$ cat config.mk
export PLATFORM = sky130hd
export DESIGN_NAME = pe_array_ctrl_flat
export DESIGN_NICKNAME = d
export VERILOG_FILES = /design/src/rtl/pe_array_pkg.sv /design/src/rtl/pe_array_ctrl_if.sv /design/src/rtl/pe_skew_mask_gen.sv /design/src/rtl/pe_array_ctrl.sv /design/src/flat_wrapper.sv
export SDC_FILE = /design/constraint.sdc
export NUM_CORES = 1
export LEC_CHECK = 0
export ABC_AREA = 1
export BUFFER_PORTS_ARGS = -buffer_cell sky130_fd_sc_hd__buf_2
export CAP_MARGIN = 25
export CORE_MARGIN = 2
export CORE_UTILIZATION = 23
export CTS_BUF_LIST = sky130_fd_sc_hd__clkbuf_8
export DETAILED_ROUTE_END_ITERATION = 7
export PLACE_DENSITY = 0.45
export SYNTH_ARGS = -nofsm -noshare
export SYNTH_HDL_FRONTEND = slang
export SYNTH_SLANG_ARGS = --single-unit
$ cat constraint.sdc
create_clock -name CLK -period 3.75 [get_ports CLK]
set_clock_uncertainty 0.05 [all_clocks]
set_input_delay 0.75 -clock CLK [delete_from_list [all_inputs] [get_ports CLK]]
set_output_delay 0.75 -clock CLK [all_outputs]
set_load 0.01 [all_outputs]
$ cat src/rtl/pe_array_pkg.sv
// Shared types and constants for the PE array sequencer.
// Holds the FSM state encoding, pipeline latencies and the array-dimension helper.
package pe_array_pkg;

   typedef enum logic [2:0] {
      ST_IDLE,
      ST_FEED,
      ST_DRAIN,
      ST_FLUSH,
      ST_TAIL,
      ST_DONE
   } state_e;

   localparam int SRAM_RD_LAT = 1;
   localparam int WB_LAT      = 2;

   function automatic int max_dim(input int rows, input int cols);
      return (rows > cols) ? rows : cols;
   endfunction

endpackage

$ cat src/rtl/pe_array_ctrl_if.sv
// Job, SRAM and array-facing signal bundle of the PE array sequencer.
// The scheduler/array side uses master; the sequencer uses slave.
interface pe_array_ctrl_if #(
   parameter int PE_ARRAY_NUM_ROWS = 32,
   parameter int PE_ARRAY_NUM_COLS = 32,
   parameter int K_BWIDTH          = 10,
   parameter int ADDR_BWIDTH       = 10
);
   logic                         START_in;
   logic [K_BWIDTH-1:0]          K_LEN_in;
   logic [ADDR_BWIDTH-1:0]       OPND1_BASE_in;
   logic [ADDR_BWIDTH-1:0]       OPND2_BASE_in;
   logic [ADDR_BWIDTH-1:0]       OUT_BASE_in;
   logic                         STALL_in;

   logic                         BUSY_out;
   logic                         DONE_out;
   logic                         OPND1_RD_EN_out;
   logic                         OPND2_RD_EN_out;
   logic [ADDR_BWIDTH-1:0]       OPND1_RD_ADDR_out;
   logic [ADDR_BWIDTH-1:0]       OPND2_RD_ADDR_out;
   logic                         OUT_WR_EN_out;
   logic [ADDR_BWIDTH-1:0]       OUT_WR_ADDR_out;
   logic                         STALL_out;
   logic                         IS_COMPUTING_out;
   logic                         IS_FLUSHING_out;
   logic [PE_ARRAY_NUM_ROWS-1:0] OPND1_IS_VALID_out;
   logic [PE_ARRAY_NUM_COLS-1:0] OPND2_IS_VALID_out;

   modport master (
      output START_in, K_LEN_in, OPND1_BASE_in, OPND2_BASE_in, OUT_BASE_in, STALL_in,
      input  BUSY_out, DONE_out, OPND1_RD_EN_out, OPND2_RD_EN_out,
             OPND1_RD_ADDR_out, OPND2_RD_ADDR_out, OUT_WR_EN_out, OUT_WR_ADDR_out,
             STALL_out, IS_COMPUTING_out, IS_FLUSHING_out,
             OPND1_IS_VALID_out, OPND2_IS_VALID_out
   );

   modport slave (
      input  START_in, K_LEN_in, OPND1_BASE_in, OPND2_BASE_in, OUT_BASE_in, STALL_in,
      output BUSY_out, DONE_out, OPND1_RD_EN_out, OPND2_RD_EN_out,
             OPND1_RD_ADDR_out, OPND2_RD_ADDR_out, OUT_WR_EN_out, OUT_WR_ADDR_out,
             STALL_out, IS_COMPUTING_out, IS_FLUSHING_out,
             OPND1_IS_VALID_out, OPND2_IS_VALID_out
   );

endinterface

$ cat src/rtl/pe_skew_mask_gen.sv
// Registered diagonal valid-window mask: bit r is set for read slot t when r <= t <= r+K-1.
// The register stage lines the mask up with operand data returning from the SRAM.
module pe_skew_mask_gen #(
   parameter int N        = 32,
   parameter int K_BWIDTH = 10,
   parameter int CNT_W    = 16
) (
   input  logic                CLK,
   input  logic                RST,
   input  logic                en,
   input  logic                active,
   input  logic [CNT_W-1:0]    t,
   input  logic [K_BWIDTH-1:0] k,
   output logic [N-1:0]        mask
);

   logic [N-1:0] mask_d;

   always_comb begin
      mask_d = '0;
      if (active) begin
         for (int r = 0; r < N; r++) begin
            if ((t >= CNT_W'(r)) && ((t - CNT_W'(r)) < CNT_W'(k))) begin
               mask_d[r] = 1'b1;
            end
         end
      end
   end

   always_ff @(posedge CLK) begin
      if (RST) begin
         mask <= '0;
      end else if (en) begin
         mask <= mask_d;
      end
   end

endmodule

$ cat src/rtl/pe_array_ctrl.sv
// Tile-job sequencer for the output-stationary INT8 PE array: feeds skewed operands,
// lets products settle, flushes accumulators row by row into the output SRAM.
//
// state | meaning
// IDLE  | waiting for START; config latched on accept
// FEED  | K+M-1 operand reads, t is the read slot / diagonal index
// DRAIN | ROWS+COLS-1 cycles for the last products to propagate
// FLUSH | ROWS cycles, one accumulator row shifted out per cycle
// TAIL  | covers write-back latency of the last flushed rows
// DONE  | one-cycle completion pulse
module pe_array_ctrl
   import pe_array_pkg::*;
#(
   parameter int PE_ARRAY_NUM_ROWS = 32,
   parameter int PE_ARRAY_NUM_COLS = 32,
   parameter int K_BWIDTH          = 10,
   parameter int ADDR_BWIDTH       = 10
) (
   input logic            CLK,
   input logic            RST,
   pe_array_ctrl_if.slave bus
);

   localparam int ROWS  = PE_ARRAY_NUM_ROWS;
   localparam int COLS  = PE_ARRAY_NUM_COLS;
   localparam int M     = max_dim(ROWS, COLS);
   localparam int CNT_W = K_BWIDTH + $clog2(M) + 2;

   state_e                 state_q, state_d;
   logic [CNT_W-1:0]       t_q, t_d;
   logic [K_BWIDTH-1:0]    k_q;
   logic [ADDR_BWIDTH-1:0] opnd1_base_q, opnd2_base_q, out_base_q;
   logic                   run;
   logic                   accept;
   logic [CNT_W-1:0]       feed_last;
   logic                   is_computing_q, is_flushing_q;
   logic                   feeding;
   logic [WB_LAT-1:0]      wb_vld_q;
   logic [ADDR_BWIDTH-1:0] wb_addr_q [WB_LAT];

   assign run       = ~bus.STALL_in;
   assign accept    = (state_q == ST_IDLE) && bus.START_in;
   assign feed_last = CNT_W'(k_q) + CNT_W'(M - 2);
   assign feeding   = (state_q == ST_FEED);

   always_comb begin
      state_d = state_q;
      t_d     = t_q + CNT_W'(1);
      case (state_q)
         ST_IDLE: begin
            t_d = '0;
            if (bus.START_in) begin
               state_d = (bus.K_LEN_in == '0) ? ST_DONE : ST_FEED;
            end
         end
         ST_FEED: begin
            if (t_q == feed_last) begin
               state_d = ST_DRAIN;
               t_d     = '0;
            end
         end
         ST_DRAIN: begin
            if (t_q == CNT_W'(ROWS + COLS - 2)) begin
               state_d = ST_FLUSH;
               t_d     = '0;
            end
         end
         ST_FLUSH: begin
            if (t_q == CNT_W'(ROWS - 1)) begin
               state_d = ST_TAIL;
               t_d     = '0;
            end
         end
         ST_TAIL: begin
            if (t_q == CNT_W'(WB_LAT - 1)) begin
               state_d = ST_DONE;
               t_d     = '0;
            end
         end
         ST_DONE: begin
            state_d = ST_IDLE;
            t_d     = '0;
         end
         default: begin
            state_d = ST_IDLE;
            t_d     = '0;
         end
      endcase
   end

   // Stall freezes every register; reset still wins.
   always_ff @(posedge CLK) begin
      if (RST) begin
         state_q        <= ST_IDLE;
         t_q            <= '0;
         k_q            <= '0;
         opnd1_base_q   <= '0;
         opnd2_base_q   <= '0;
         out_base_q     <= '0;
         is_computing_q <= 1'b0;
         is_flushing_q  <= 1'b0;
      end else if (run) begin
         state_q        <= state_d;
         t_q            <= t_d;
         is_computing_q <= (state_q == ST_FEED) || (state_q == ST_DRAIN);
         is_flushing_q  <= (state_q == ST_FLUSH);
         if (accept) begin
            k_q          <= bus.K_LEN_in;
            opnd1_base_q <= bus.OPND1_BASE_in;
            opnd2_base_q <= bus.OPND2_BASE_in;
            out_base_q   <= bus.OUT_BASE_in;
         end
      end
   end

   // Write-back pipe: flushed row i reaches the output SRAM port WB_LAT cycles later.
   always_ff @(posedge CLK) begin
      if (RST) begin
         wb_vld_q <= '0;
         for (int i = 0; i < WB_LAT; i++) begin
            wb_addr_q[i] <= '0;
         end
      end else if (run) begin
         wb_vld_q[0]  <= (state_q == ST_FLUSH);
         wb_addr_q[0] <= out_base_q + ADDR_BWIDTH'(t_q);
         for (int i = 1; i < WB_LAT; i++) begin
            wb_vld_q[i]  <= wb_vld_q[i-1];
            wb_addr_q[i] <= wb_addr_q[i-1];
         end
      end
   end

   pe_skew_mask_gen #(.N(ROWS), .K_BWIDTH(K_BWIDTH), .CNT_W(CNT_W)) u_row_mask (
      .CLK    (CLK),
      .RST    (RST),
      .en     (run),
      .active (feeding),
      .t      (t_q),
      .k      (k_q),
      .mask   (bus.OPND1_IS_VALID_out)
   );

   pe_skew_mask_gen #(.N(COLS), .K_BWIDTH(K_BWIDTH), .CNT_W(CNT_W)) u_col_mask (
      .CLK    (CLK),
      .RST    (RST),
      .en     (run),
      .active (feeding),
      .t      (t_q),
      .k      (k_q),
      .mask   (bus.OPND2_IS_VALID_out)
   );

   assign bus.BUSY_out          = (state_q != ST_IDLE);
   assign bus.DONE_out          = (state_q == ST_DONE) && run;
   assign bus.OPND1_RD_EN_out   = feeding;
   assign bus.OPND2_RD_EN_out   = feeding;
   assign bus.OPND1_RD_ADDR_out = feeding ? (opnd1_base_q + ADDR_BWIDTH'(t_q)) : '0;
   assign bus.OPND2_RD_ADDR_out = feeding ? (opnd2_base_q + ADDR_BWIDTH'(t_q)) : '0;
   assign bus.OUT_WR_EN_out     = wb_vld_q[WB_LAT-1] && run;
   assign bus.OUT_WR_ADDR_out   = wb_addr_q[WB_LAT-1];
   assign bus.STALL_out         = bus.STALL_in;
   assign bus.IS_COMPUTING_out  = is_computing_q;
   assign bus.IS_FLUSHING_out   = is_flushing_q;

endmodule

$ cat src/flat_wrapper.sv
// flat-port wrapper written by rule: the top's interface ports become plain ports
module pe_array_ctrl_flat import pe_array_pkg::*;
#(
   parameter int PE_ARRAY_NUM_ROWS = 32,
   parameter int PE_ARRAY_NUM_COLS = 32,
   parameter int K_BWIDTH          = 10,
   parameter int ADDR_BWIDTH       = 10
)
  (CLK, RST, bus_START_in, bus_K_LEN_in, bus_OPND1_BASE_in, bus_OPND2_BASE_in, bus_OUT_BASE_in, bus_STALL_in, bus_BUSY_out, bus_DONE_out, bus_OPND1_RD_EN_out, bus_OPND2_RD_EN_out, bus_OPND1_RD_ADDR_out, bus_OPND2_RD_ADDR_out, bus_OUT_WR_EN_out, bus_OUT_WR_ADDR_out, bus_STALL_out, bus_IS_COMPUTING_out, bus_IS_FLUSHING_out, bus_OPND1_IS_VALID_out, bus_OPND2_IS_VALID_out);
  pe_array_ctrl_if #(.PE_ARRAY_NUM_ROWS(PE_ARRAY_NUM_ROWS), .PE_ARRAY_NUM_COLS(PE_ARRAY_NUM_COLS), .K_BWIDTH(K_BWIDTH), .ADDR_BWIDTH(ADDR_BWIDTH)) bus_i ();
  input logic CLK;
  input logic RST;
  input wire logic [$bits(bus_i.START_in)-1:0] bus_START_in;
  input wire logic [$bits(bus_i.K_LEN_in)-1:0] bus_K_LEN_in;
  input wire logic [$bits(bus_i.OPND1_BASE_in)-1:0] bus_OPND1_BASE_in;
  input wire logic [$bits(bus_i.OPND2_BASE_in)-1:0] bus_OPND2_BASE_in;
  input wire logic [$bits(bus_i.OUT_BASE_in)-1:0] bus_OUT_BASE_in;
  input wire logic [$bits(bus_i.STALL_in)-1:0] bus_STALL_in;
  output wire logic [$bits(bus_i.BUSY_out)-1:0] bus_BUSY_out;
  output wire logic [$bits(bus_i.DONE_out)-1:0] bus_DONE_out;
  output wire logic [$bits(bus_i.OPND1_RD_EN_out)-1:0] bus_OPND1_RD_EN_out;
  output wire logic [$bits(bus_i.OPND2_RD_EN_out)-1:0] bus_OPND2_RD_EN_out;
  output wire logic [$bits(bus_i.OPND1_RD_ADDR_out)-1:0] bus_OPND1_RD_ADDR_out;
  output wire logic [$bits(bus_i.OPND2_RD_ADDR_out)-1:0] bus_OPND2_RD_ADDR_out;
  output wire logic [$bits(bus_i.OUT_WR_EN_out)-1:0] bus_OUT_WR_EN_out;
  output wire logic [$bits(bus_i.OUT_WR_ADDR_out)-1:0] bus_OUT_WR_ADDR_out;
  output wire logic [$bits(bus_i.STALL_out)-1:0] bus_STALL_out;
  output wire logic [$bits(bus_i.IS_COMPUTING_out)-1:0] bus_IS_COMPUTING_out;
  output wire logic [$bits(bus_i.IS_FLUSHING_out)-1:0] bus_IS_FLUSHING_out;
  output wire logic [$bits(bus_i.OPND1_IS_VALID_out)-1:0] bus_OPND1_IS_VALID_out;
  output wire logic [$bits(bus_i.OPND2_IS_VALID_out)-1:0] bus_OPND2_IS_VALID_out;
  assign bus_i.START_in = bus_START_in;
  assign bus_i.K_LEN_in = bus_K_LEN_in;
  assign bus_i.OPND1_BASE_in = bus_OPND1_BASE_in;
  assign bus_i.OPND2_BASE_in = bus_OPND2_BASE_in;
  assign bus_i.OUT_BASE_in = bus_OUT_BASE_in;
  assign bus_i.STALL_in = bus_STALL_in;
  assign bus_BUSY_out = bus_i.BUSY_out;
  assign bus_DONE_out = bus_i.DONE_out;
  assign bus_OPND1_RD_EN_out = bus_i.OPND1_RD_EN_out;
  assign bus_OPND2_RD_EN_out = bus_i.OPND2_RD_EN_out;
  assign bus_OPND1_RD_ADDR_out = bus_i.OPND1_RD_ADDR_out;
  assign bus_OPND2_RD_ADDR_out = bus_i.OPND2_RD_ADDR_out;
  assign bus_OUT_WR_EN_out = bus_i.OUT_WR_EN_out;
  assign bus_OUT_WR_ADDR_out = bus_i.OUT_WR_ADDR_out;
  assign bus_STALL_out = bus_i.STALL_out;
  assign bus_IS_COMPUTING_out = bus_i.IS_COMPUTING_out;
  assign bus_IS_FLUSHING_out = bus_i.IS_FLUSHING_out;
  assign bus_OPND1_IS_VALID_out = bus_i.OPND1_IS_VALID_out;
  assign bus_OPND2_IS_VALID_out = bus_i.OPND2_IS_VALID_out;
  pe_array_ctrl #(.PE_ARRAY_NUM_ROWS(PE_ARRAY_NUM_ROWS), .PE_ARRAY_NUM_COLS(PE_ARRAY_NUM_COLS), .K_BWIDTH(K_BWIDTH), .ADDR_BWIDTH(ADDR_BWIDTH)) u_core (.CLK(CLK), .RST(RST), .bus(bus_i));
endmodule
# ---- After elaboration in Yosys (flattened, before gate mapping)
# Memory sizes are Yosys's and may differ from the RTL's.
# Index checks and enable logic that the tools add are counted.
dict set report op_classes {
  addsub 36
  n_lt_le_gt_ge 64
  n_eq_ne 14
  muxes 54
  bitwise 3
  reduce_logical 41
}
# op count
set op_table {}
lappend op_table {{< comparator 17 x 10 -> 1 bit} 32}
lappend op_table {{>= comparator 17 x 5 -> 1 bit, second input constant} 16}
lappend op_table {{subtractor 17 x 5 -> 17 bit, second input constant} 16}
lappend op_table {{>= comparator 17 x 4 -> 1 bit, second input constant} 8}
lappend op_table {{subtractor 17 x 4 -> 17 bit, second input constant} 8}
lappend op_table {{>= comparator 17 x 3 -> 1 bit, second input constant} 4}
lappend op_table {{two-way mux 17 bit} 4}
lappend op_table {{case mux 17 bit (4 select lines)} 1}
lappend op_table {{subtractor 17 x 3 -> 17 bit, second input constant} 4}
lappend op_table {{two-way mux 10 bit} 4}
lappend op_table {{two-way mux 1 bit} 37}
lappend op_table {{logical AND 1 bit} 35}
lappend op_table {{>= comparator 17 x 1 -> 1 bit, second input constant} 2}
lappend op_table {{>= comparator 17 x 2 -> 1 bit, second input constant} 2}
lappend op_table {{subtractor 17 x 2 -> 17 bit, second input constant} 2}
lappend op_table {{two-way mux 32 bit} 1}
lappend op_table {{adder 10 bit} 3}
lappend op_table {{two-way mux 3 bit} 6}
lappend op_table {{adder 17 x 1 -> 17 bit, second input constant} 1}
lappend op_table {{equality test 17 x 1 -> 1 bit, second input constant} 1}
lappend op_table {{equality test 17 bit} 1}
lappend op_table {{equality test 17 x 5 -> 1 bit, second input constant} 1}
lappend op_table {{equality test 17 x 6 -> 1 bit, second input constant} 1}
lappend op_table {{subtractor 17 x 1 -> 17 bit, second input constant} 1}
lappend op_table {{other kinds (15)} 21}
dict set report totals {
  register_bits 96
  ram_bits 20
  wordCells 223
  mem_count 1
}
# name depth width rd rd_clocked_by_memory_dff wr line_no
set mem_list {}
lappend mem_list {u_core.wb_addr_q 2 10 2 0 2 pe_array_ctrl.sv:39} ;# logic [ADDR_BWIDTH-1:0] wb_addr_q [WB_LAT];

# ---- Logic depth before layout (Yosys ltp)
# Gate-level depths: netlist of run 1.
dict set report depth {
  ltp_word 5
  depth_mapped 23
  mapped_depth_nobuf 19
}

# ---- Cells and area by module
# A second synthesis of run 1 with hierarchy kept.
dict set report hier_totals {
  cells_unflattened 5975
  area_unflattened_um2 34883.5
}
# mod instances cells_each area_each_um2
set modules_own_cells {}
lappend modules_own_cells {{pe_skew_mask_gen (u_core.u_row_mask)} 1 2656 14983.1}
lappend modules_own_cells {{pe_skew_mask_gen (u_core.u_col_mask)} 1 2589 14605.3}
lappend modules_own_cells {pe_array_ctrl 1 730 5295.1}

# ---- Worst setup path before layout of run 1
# Ideal clock, no wire load.
dict set report synth_timing {
  path_type {register -> register}
  start {register u_core.t_q[5]}
  end {register u_core.u_row_mask.mask[2]}
  setup_ns 0.114
  arrival_ns 3.247
  required_ns 3.586
  slack_ns 0.339
  path_stages_with_launch 22
  n_path_buf 5
  synth_period_minus_slack_ns 3.411
  path_cell_list {dfxtp_1 > buf_2 > inv_2 > clkbuf_1 > buf_2 > ha_1 > buf_2 > inv_1 > nor2_1 > buf_2 > nand2_1 > nand2_1 > xor2_1 > inv_1 > ha_1 > nand2_1 > nor2_1 > nand4_1 > o2111ai_1 > a21oi_1 > nand4_1 > nand2_1}
}
dict set report synth_via {
  elab_chain_cells 5
  word_cells_on_any_way 6
}
# item line_no
set synth_lines {}
lappend synth_lines {{start: declaration} pe_array_ctrl.sv:30} ;# logic [CNT_W-1:0] t_q, t_d;
lappend synth_lines {{start signal: assignment} pe_array_ctrl.sv:104} ;# t_q <= t_d;
lappend synth_lines {{subtractor 17 x 2 -> 17 bit} pe_skew_mask_gen.sv:23} ;# if ((t >= CNT_W'(r)) && ((t - CNT_W'(r)) < CNT_W'(k))) begin
lappend synth_lines {{< comparator 17 x 10 -> 1 bit} pe_skew_mask_gen.sv:23}
lappend synth_lines {{logical AND 1 bit (*)} pe_skew_mask_gen.sv:23}
lappend synth_lines {{two-way mux 1 bit (*)} pe_skew_mask_gen.sv:23}
lappend synth_lines {{two-way mux 32 bit (*)} pe_skew_mask_gen.sv:21} ;# if (active) begin
lappend synth_lines {{end signal: assignment} pe_skew_mask_gen.sv:34} ;# mask <= mask_d;
lappend synth_lines {{end: declaration} pe_skew_mask_gen.sv:14} ;# output logic [N-1:0] mask
# Mark *: on every way between the ends. The rest lies on a longest branch, timed or not.
# A chain may end at the register's enable or synchronous reset.

# ---- Worst setup path in the final report of run 1
dict set report layout_timing {
  start {register u_core.t_q[2]}
  end {output bus_OPND2_RD_ADDR_out[9]}
}
dict set report layout_via {
  elab_chain_cells 2
}
# item line_no
set layout_lines {}
lappend layout_lines {{adder 10 bit} pe_array_ctrl.sv:158} ;# assign bus.OPND2_RD_ADDR_out = feeding ? (opnd2_base_q + ADDR_BWIDTH'(t_q)) : '0;
lappend layout_lines {{two-way mux 10 bit} pe_array_ctrl.sv:158}
lappend layout_lines {{end: declaration} flat_wrapper.sv:24} ;# output wire logic [$bits(bus_i.OPND2_RD_ADDR_out)-1:0] bus_OPND2_RD_ADDR_out;
# No other way between the ends.

==> results_dict.tcl, run 1 <==
set metrics [dict create \
    port_buffers 145 \
    power_frac_comb_pct 56.3 \
    grt_pass1_vias 19700 \
    grt_pass1_wl_um 140000 \
    syn-num-nets 3192 \
    status "finished, final reports clean" \
    cts_buffers 17 \
    dp_hpwl_um 75600 \
    layout_common_cells "nand2_1 (595), nor2_1 (343), ha_1 (275), xor2_1 (271), inv_1 (262)" \
    area_delta_synth_final_pct 16.1 \
    swShare_pct 51.0 \
    worstPathArrival_ns 2.79 \
    antenna_found_initial 2 \
    final_util_pct 26.9 \
    n_antenna_cell 0 \
    rsz0062_at_grt "false" \
    ys_seq_area_share_pct 13.4 \
    clkPwrFrac_pct 21.1 \
    cts_htree_levels 4 \
    routedWlPerCell_um 24.0 \
    drv_cap 0 \
    fillers 9073 \
    drv_slew 0 \
    worstMarginPinSlew_ns 1.07 \
    grt_max_degree 51 \
    multi_input_area_um2 14200 \
    numClockSinks 115 \
    vdd_drop_max_mv 0.204 \
    grt.overflow.total 0 \
    die_x_um 289 \
    critPathMaxFanout 11 \
    insertion_delay_ns 0.57 \
    slew_headroom_pct 27.6 \
    num_rows 104 \
    avgSynthCellArea_um2 6.49 \
    fin_crit_sh_pct 95.8 \
    ff_latch_area_um2 2510 \
    switchingPower_mw 3.42 \
    ctsHoldBuffers 0 \
    intPower_mw 3.29 \
    io_pins 146 \
    drive_gt1_share_pct 14.2 \
    drt_first_pass_iters 7 \
    vias 21000 \
    place_area_um2 21100 \
    grt_use_total_pct 23.4 \
    gp_congestion 1.06 \
    clockBufferDepth 2 \
    final_common_cell "nand2_1" \
    hold_viol 0 \
    crit_type "register to output pin" \
    worstHoldPathType "input pin to register" \
    nets 3365 \
    p_seq_share_pct 22.6 \
    cts_root_buf "clkbuf_8" \
    crit_required_ns 2.95 \
    dp.cells 4077 \
    end_kind "output pin" \
    tritoncts "done" \
    powerDensity_nw_per_um2 311 \
    finalSetupViolations 0 \
    routed_wl_um 98600 \
    finalSetupTns_ns 0 \
    ys_seq_elements 115 \
    finalCriticalPeriod_ns 3.59 \
    drc_errors 0 \
    max_freq_mhz 278 \
    stdcell_count 4115 \
    initial_core_util_pct 23.2 \
    synthesis.area_um2 18600 \
    drt_iter0_markers 2169 \
    dieArea_um2 83300 \
    final_area_um2 21600 \
    syn_inst 2869 \
    ys_types 56 \
    power_mw 6.71 \
    die_h_um 289 \
    drtAntennaViolNets 0 \
    clkTransAtPathRegs_ns 0.15 \
    cp-start-kind "register" \
    leakagePower_nw 10.7 \
    core_um2 80300 \
    vias_per_cell 5.10 \
    ys_warn_count 0 \
]
## sequential cells by signal (all words and copies together) (netlist names)
signal	cells
u_core.wb_vld_q	2
u_core.out_base_q	10
u_core.opnd2_base_q	10
u_core.bus.IS_COMPUTING_out	1
u_core.state_q	3
u_core.t_q	17
u_core.k_q	10
u_core.opnd1_base_q	10
u_core.u_row_mask.mask	32
u_core.wb_addr_q	20
## metal layers
metal	global-route usage, %	share of wire (%)	vias up
met5	0	0.025	-
met2	35.7	42	1145
met3	4.30	8.8	260
met1	31.9	44	9767
li1	-	-	9830
met4	10.2	5.1	4
## critical path, stage by stage (launching register included)
cell	delay [ns]
dfxtp_2	0.38
buf_12	0.16
ha_1	0.35
a21oi_1	0.21
o21ai_0	0.10
a21oi_1	0.20
o21ai_0	0.17
nand2_1	0.09
nand2_1	0.05
nand2_1	0.05
nand2_1	0.07
nand2_1	0.06
nand2_1	0.05
nor2_1	0.13
buf_2	0.15
## per-stage QoR
step | worst slack, ns | hold slack (ns)
after floorplan | 0.339 | 0.400
after global placement | 0.0677 | 0.394
after detailed placement | 0.118 | 0.401
after CTS | 0.0358 | 0.352
after global routing | 0.00910 | 0.394
final | 0.158 | 0.385
## power groups by stage
stage	logic, mW	clock network [mW]	registers, mW
after CTS	3.74	1.44	1.52
after floorplan	2.32	0	1.51
after global placement	3.73	0	1.55
after global routing	4.23	1.49	1.54
final	3.78	1.41	1.52
after detailed placement	3.72	0	1.55
## final timing paths
path | from | end | slack [ns] | cells past startpoint
hold / removal | bus_OUT_BASE_in[9] | u_core.out_base_q[9] | 0.38 | 3
hold reg to reg | u_core.u_row_mask.mask[24] | u_core.u_row_mask.mask[24] | 0.41 | 2
setup reg to reg | u_core.t_q[3] | u_core.u_row_mask.mask[6] | 0.27 | 13
setup / recovery | u_core.t_q[2] | bus_OPND2_RD_ADDR_out[9] | 0.16 | 14
## cell families (layout without fill, tap and decap cells)
logic type                 count (synthesis)  after routing  share of synthesized area (%)
AOI/OAI and AO/OA                        511            511                           15.2
xor gates and xnor gates                 273            273                           12.8
buffers and inverters                    437            623                           10.5
and+or+nand+nor                         1254           1254                           29.2
DFF                                      115            115                           13.4
adders and majority gates                279            279                           18.9
## layout make-up
cell class | instances | share of cell area, %
Multi-Input combinational cell | 2317 | 65.7
Timing Repair Buffer | 307 | 9.70
Inverter | 284 | 4.98
Clock buffer | 17 | 1.08
Clock inverter | 15 | 0.787
Tap cell | 1060 | 6.14
Sequential cell | 115 | 11.6
## cell usage after synthesis (all sizes together)
cell,count,area share (%)
o221ai,1,0.047
o21a,4,0.16
nor3b,2,0.081
ha,276,19
a311oi,1,0.047
o31a,1,0.047
o21ai,215,5.8
xnor2,2,0.094
nor4,11,0.37
nor2,377,8.7
o2111ai,20,0.94
o22ai,5,0.17
a22o,1,0.047
buf,112,3.9
nand2,613,13
xor2,271,13
inv,278,5.7
nand3,131,3.6
a41oi,1,0.047
a21o,4,0.16
clkinv,6,0.13
a211oi,8,0.32
edfxtp,20,3.2
o211ai,10,0.40
clkbuf,41,0.83
o31ai,12,0.51
o311ai,6,0.28
nor3,58,1.6
nand4,55,1.8
o21bai,6,0.24
nand3b,2,0.081
a21oi,204,5.6
fa,3,0.32
and3,1,0.034
a31oi,8,0.27
a221oi,4,0.19
or2,4,0.13
dfxtp,95,10
## what timing repair did
item | 4_1_cts | 5_1_grt
endpoints found under the setup margin | 5 | 5
setup buffers | 0 | 4
resized for setup | 7 | 14
gates cloned | 0 | 1
Power figures use the tool's default switching activity.
==> run 2, diff against run 1 <==
--- a/config.mk
+++ b/config.mk
@@ -5,7 +5,7 @@
 export SDC_FILE = /design/constraint.sdc
 export NUM_CORES = 1
 export LEC_CHECK = 0
-export ABC_AREA = 1
+export ABC_AREA = 0
 export BUFFER_PORTS_ARGS = -buffer_cell sky130_fd_sc_hd__buf_2
 export CAP_MARGIN = 25
 export CORE_MARGIN = 2
==> results_dict.tcl, run 2 <==
set metrics [dict create \
    status "finished, final reports clean" \
    slew_headroom_pct 41.6 \
    gp_congestion 1.03 \
    yosysMostFrequentCell "nand2_1" \
    finalCriticalPeriod_ns 3.66 \
    cts_root_buf "clkbuf_8" \
    grt_pass1_vias 17200 \
    clockBufferDepth 2 \
    ff_latch_area_um2 2520 \
    dp_hpwl_um 60200 \
    clkTransAtPathRegs_ns 0.09 \
    cts_buffers 17 \
    synth_area_leaders "ha_1 (21%), dfxtp_1 (11%), xnor2_1 (11%), nand2_1 (7.4%), a21oi_1 (5.4%)" \
    fillers 7938 \
    drtAntennaViolNets 0 \
    r2r_setup_slack_ns 0.24 \
    finalSetupTns_ns 0 \
    stdcell_count 3298 \
    largest_register_ff_count 32 \
    numClockSinks 115 \
    worstMarginPinSlew_ns 0.875 \
    io_pins 146 \
    finalSetupViolations 0 \
    antenna_found_initial 5 \
    worstHoldPathType "input pin to register" \
    die_x_um 272 \
    biggestRegsByFlops "u_core.u_row_mask.mask (32), u_core.wb_addr_q (20), u_core.t_q (17)" \
    cpMaxStageDelayCell "fa_1" \
    ys_seq_elements 115 \
    async_flop_share_pct 0 \
    dieArea_um2 74100 \
    grt.overflow.total 0 \
    grt_max_degree 54 \
    fin_crit_sh_pct 97.7 \
    ys_seq_area_share_pct 15.1 \
    cp-start-kind "register" \
    ys_types 74 \
    routed_wl_um 82300 \
    pre_cts_ws_ns 0.221 \
    port_buffers 145 \
    cpMostUsedCell "a21oi_2" \
    ys_warn_count 0 \
    critPathMaxStageDelay_ns 0.41 \
    grt_use_total_pct 21.9 \
    crit_required_ns 2.95 \
    drc_errors 0 \
    leakagePower_nw 8.76 \
    routedWlPerCell_um 25.0 \
    crit_end "bus_OPND1_RD_ADDR_out[8]" \
    yosys-top-cells-count "nand2_1 (328), ha_1 (276), xnor2_1 (214)" \
    setup_slack_ns 0.0867 \
    tritoncts "done" \
    insertion_delay_ns 0.56 \
    powerDensity_nw_per_um2 172 \
    worstPathArrival_ns 2.86 \
    final_common_cell "nand2_1" \
    crit_family "compound AO/OA/AOI/OAI gates" \
    vias 17400 \
    cts_htree_levels 4 \
    crit_type "register to output pin" \
    area_delta_synth_final_pct 17.5 \
    syn_inst 2185 \
    r2r-start "u_core.t_q[3]" \
    drv_slew 0 \
    end_kind "output pin" \
    num_rows 98 \
    synth-main-ff-cell "dfxtp_1" \
    max_freq_mhz 273 \
    drive_gt1_share_pct 16.9 \
    critPathMaxFanout 5 \
    rsz0062_at_grt "true" \
    grt_pass1_wl_um 119000 \
    dp.cells 3262 \
    initial_core_util_pct 23.2 \
    avgSynthCellArea_um2 7.57 \
    crit_buf_inv 2 \
    holdCritStartpoint "bus_OPND1_BASE_in[7]" \
    core_um2 71400 \
    multi_input_area_um2 13000 \
    worstReg2RegEnd "u_core.u_row_mask.mask[7]" \
    cp_cell_sequence "buf_4 > ha_1 > fa_1 > a21o_1 > a21oi_2 > o21bai_1 > a21oi_2 > o21ai_0 > xnor2_1 > nor2_1 > buf_2" \
    synth_top_cell_by_area "ha_1" \
    layout_common_cells "nand2_1 (328), ha_1 (276), xnor2_1 (214), a21oi_1 (174), buf_4 (148)" \
    crit_path_start "u_core.t_q[0]" \
    regMostFlops "u_core.u_row_mask.mask" \
    syn-num-nets 2508 \
    rr_worst_depth 13 \
    die_h_um 272 \
    drv_cap 0 \
    critical_path_depth 11 \
    synth_edf_count 20 \
    vdd_drop_max_mv 0.233 \
    drt_iter0_markers 1623 \
    drt_first_pass_iters 5 \
    ctsHoldBuffers 0 \
    synthesis.area_um2 16500 \
    synth_top_area_share_pct 20.9 \
    nets 2655 \
    hold_viol 0 \
    vias_per_cell 5.27 \
]
run 2: cell types whose count changed after synthesis, moves of 81 or more:
| cell | delta |
|---|---|
| nand2_1 | -267 |
| nor2_1 | -235 |
| xnor2_1 | +212 |
| o21ai_0 | -87 |
| nand3_1 | -81 |
| xor2_1 | -192 |
| inv_1 | -192 |
run 2: cell type report:
type                       count  area share, %
antenna                        3         0.0386
clock buffer                  18           1.27
clock inverter                14          0.849
inverter                      74           1.43
multi-input combinational   1820           66.8
sequential                   115           12.9
tap                          950           6.11
timing repair buffer         304           10.5
run 2: worst min-delay path by stage:
stage,end,slack [ns],cells after the start
after floorplan,u_core.opnd1_base_q[0],0.39,2
after global routing,u_core.opnd1_base_q[7],0.35,3
after detailed placement,u_core.opnd2_base_q[0],0.41,2
after global placement,u_core.opnd2_base_q[3],0.40,2
after CTS,u_core.opnd1_base_q[7],0.32,3
final,u_core.opnd1_base_q[7],0.37,3
run 2: cell families after synthesis:
kind of cell             after synthesis  share of synthesized area, %
flip-flops                           115                          15.1
multiplexers                          10                         0.628
XOR/XNOR                             293                          15.5
AND/OR/NAND/NOR                      703                          20.2
buffers and inverters                250                          6.93
adder cells (fa/ha/maj)              279                          21.2
AO/OA/AOI/OAI                        535                          20.4
run 2: routing by layer:
metal	share of wire (%)	global-route usage (%)	vias to the layer above
met3	7.3	4.02	163
met5	0.026	0	-
met2	45	34.9	758
li1	-	-	7965
met1	44	28.7	8475
met4	4.2	9.69	4
run 2: report_power, final:
part | internal, mW | total (mW) | switching (mW)
registers | 1.29 | 1.32 | 0.0269
clock network | 0.630 | 1.36 | 0.732
logic | 0.244 | 0.663 | 0.420
run 2: timing repair:
action | in CTS | in global routing
pin swaps | 1 | 2
setup endpoints to repair | 6 | 17
setup buffers | 0 | 1
gates resized for setup | 6 | 7
run 2: per-stage QoR:
step | total power [mW] | area, um^2 | util, % | hold WS, ns
global placement | 1.98 | 18900 | 26.5 | 0.401
finish | 3.34 | 19400 | 27.3 | 0.370
floorplan | 1.73 | 16600 | - | 0.391
global route | 3.51 | 19400 | 27.2 | 0.347
CTS | 3.39 | 19400 | 27.2 | 0.319
detailed placement | 2.00 | 19000 | 26.6 | 0.406
run 2: worst min-delay path, stage by stage:
cell and delay [ns]:
buf_2 0.10, nand2_1 0.04, a21oi_1 0.05
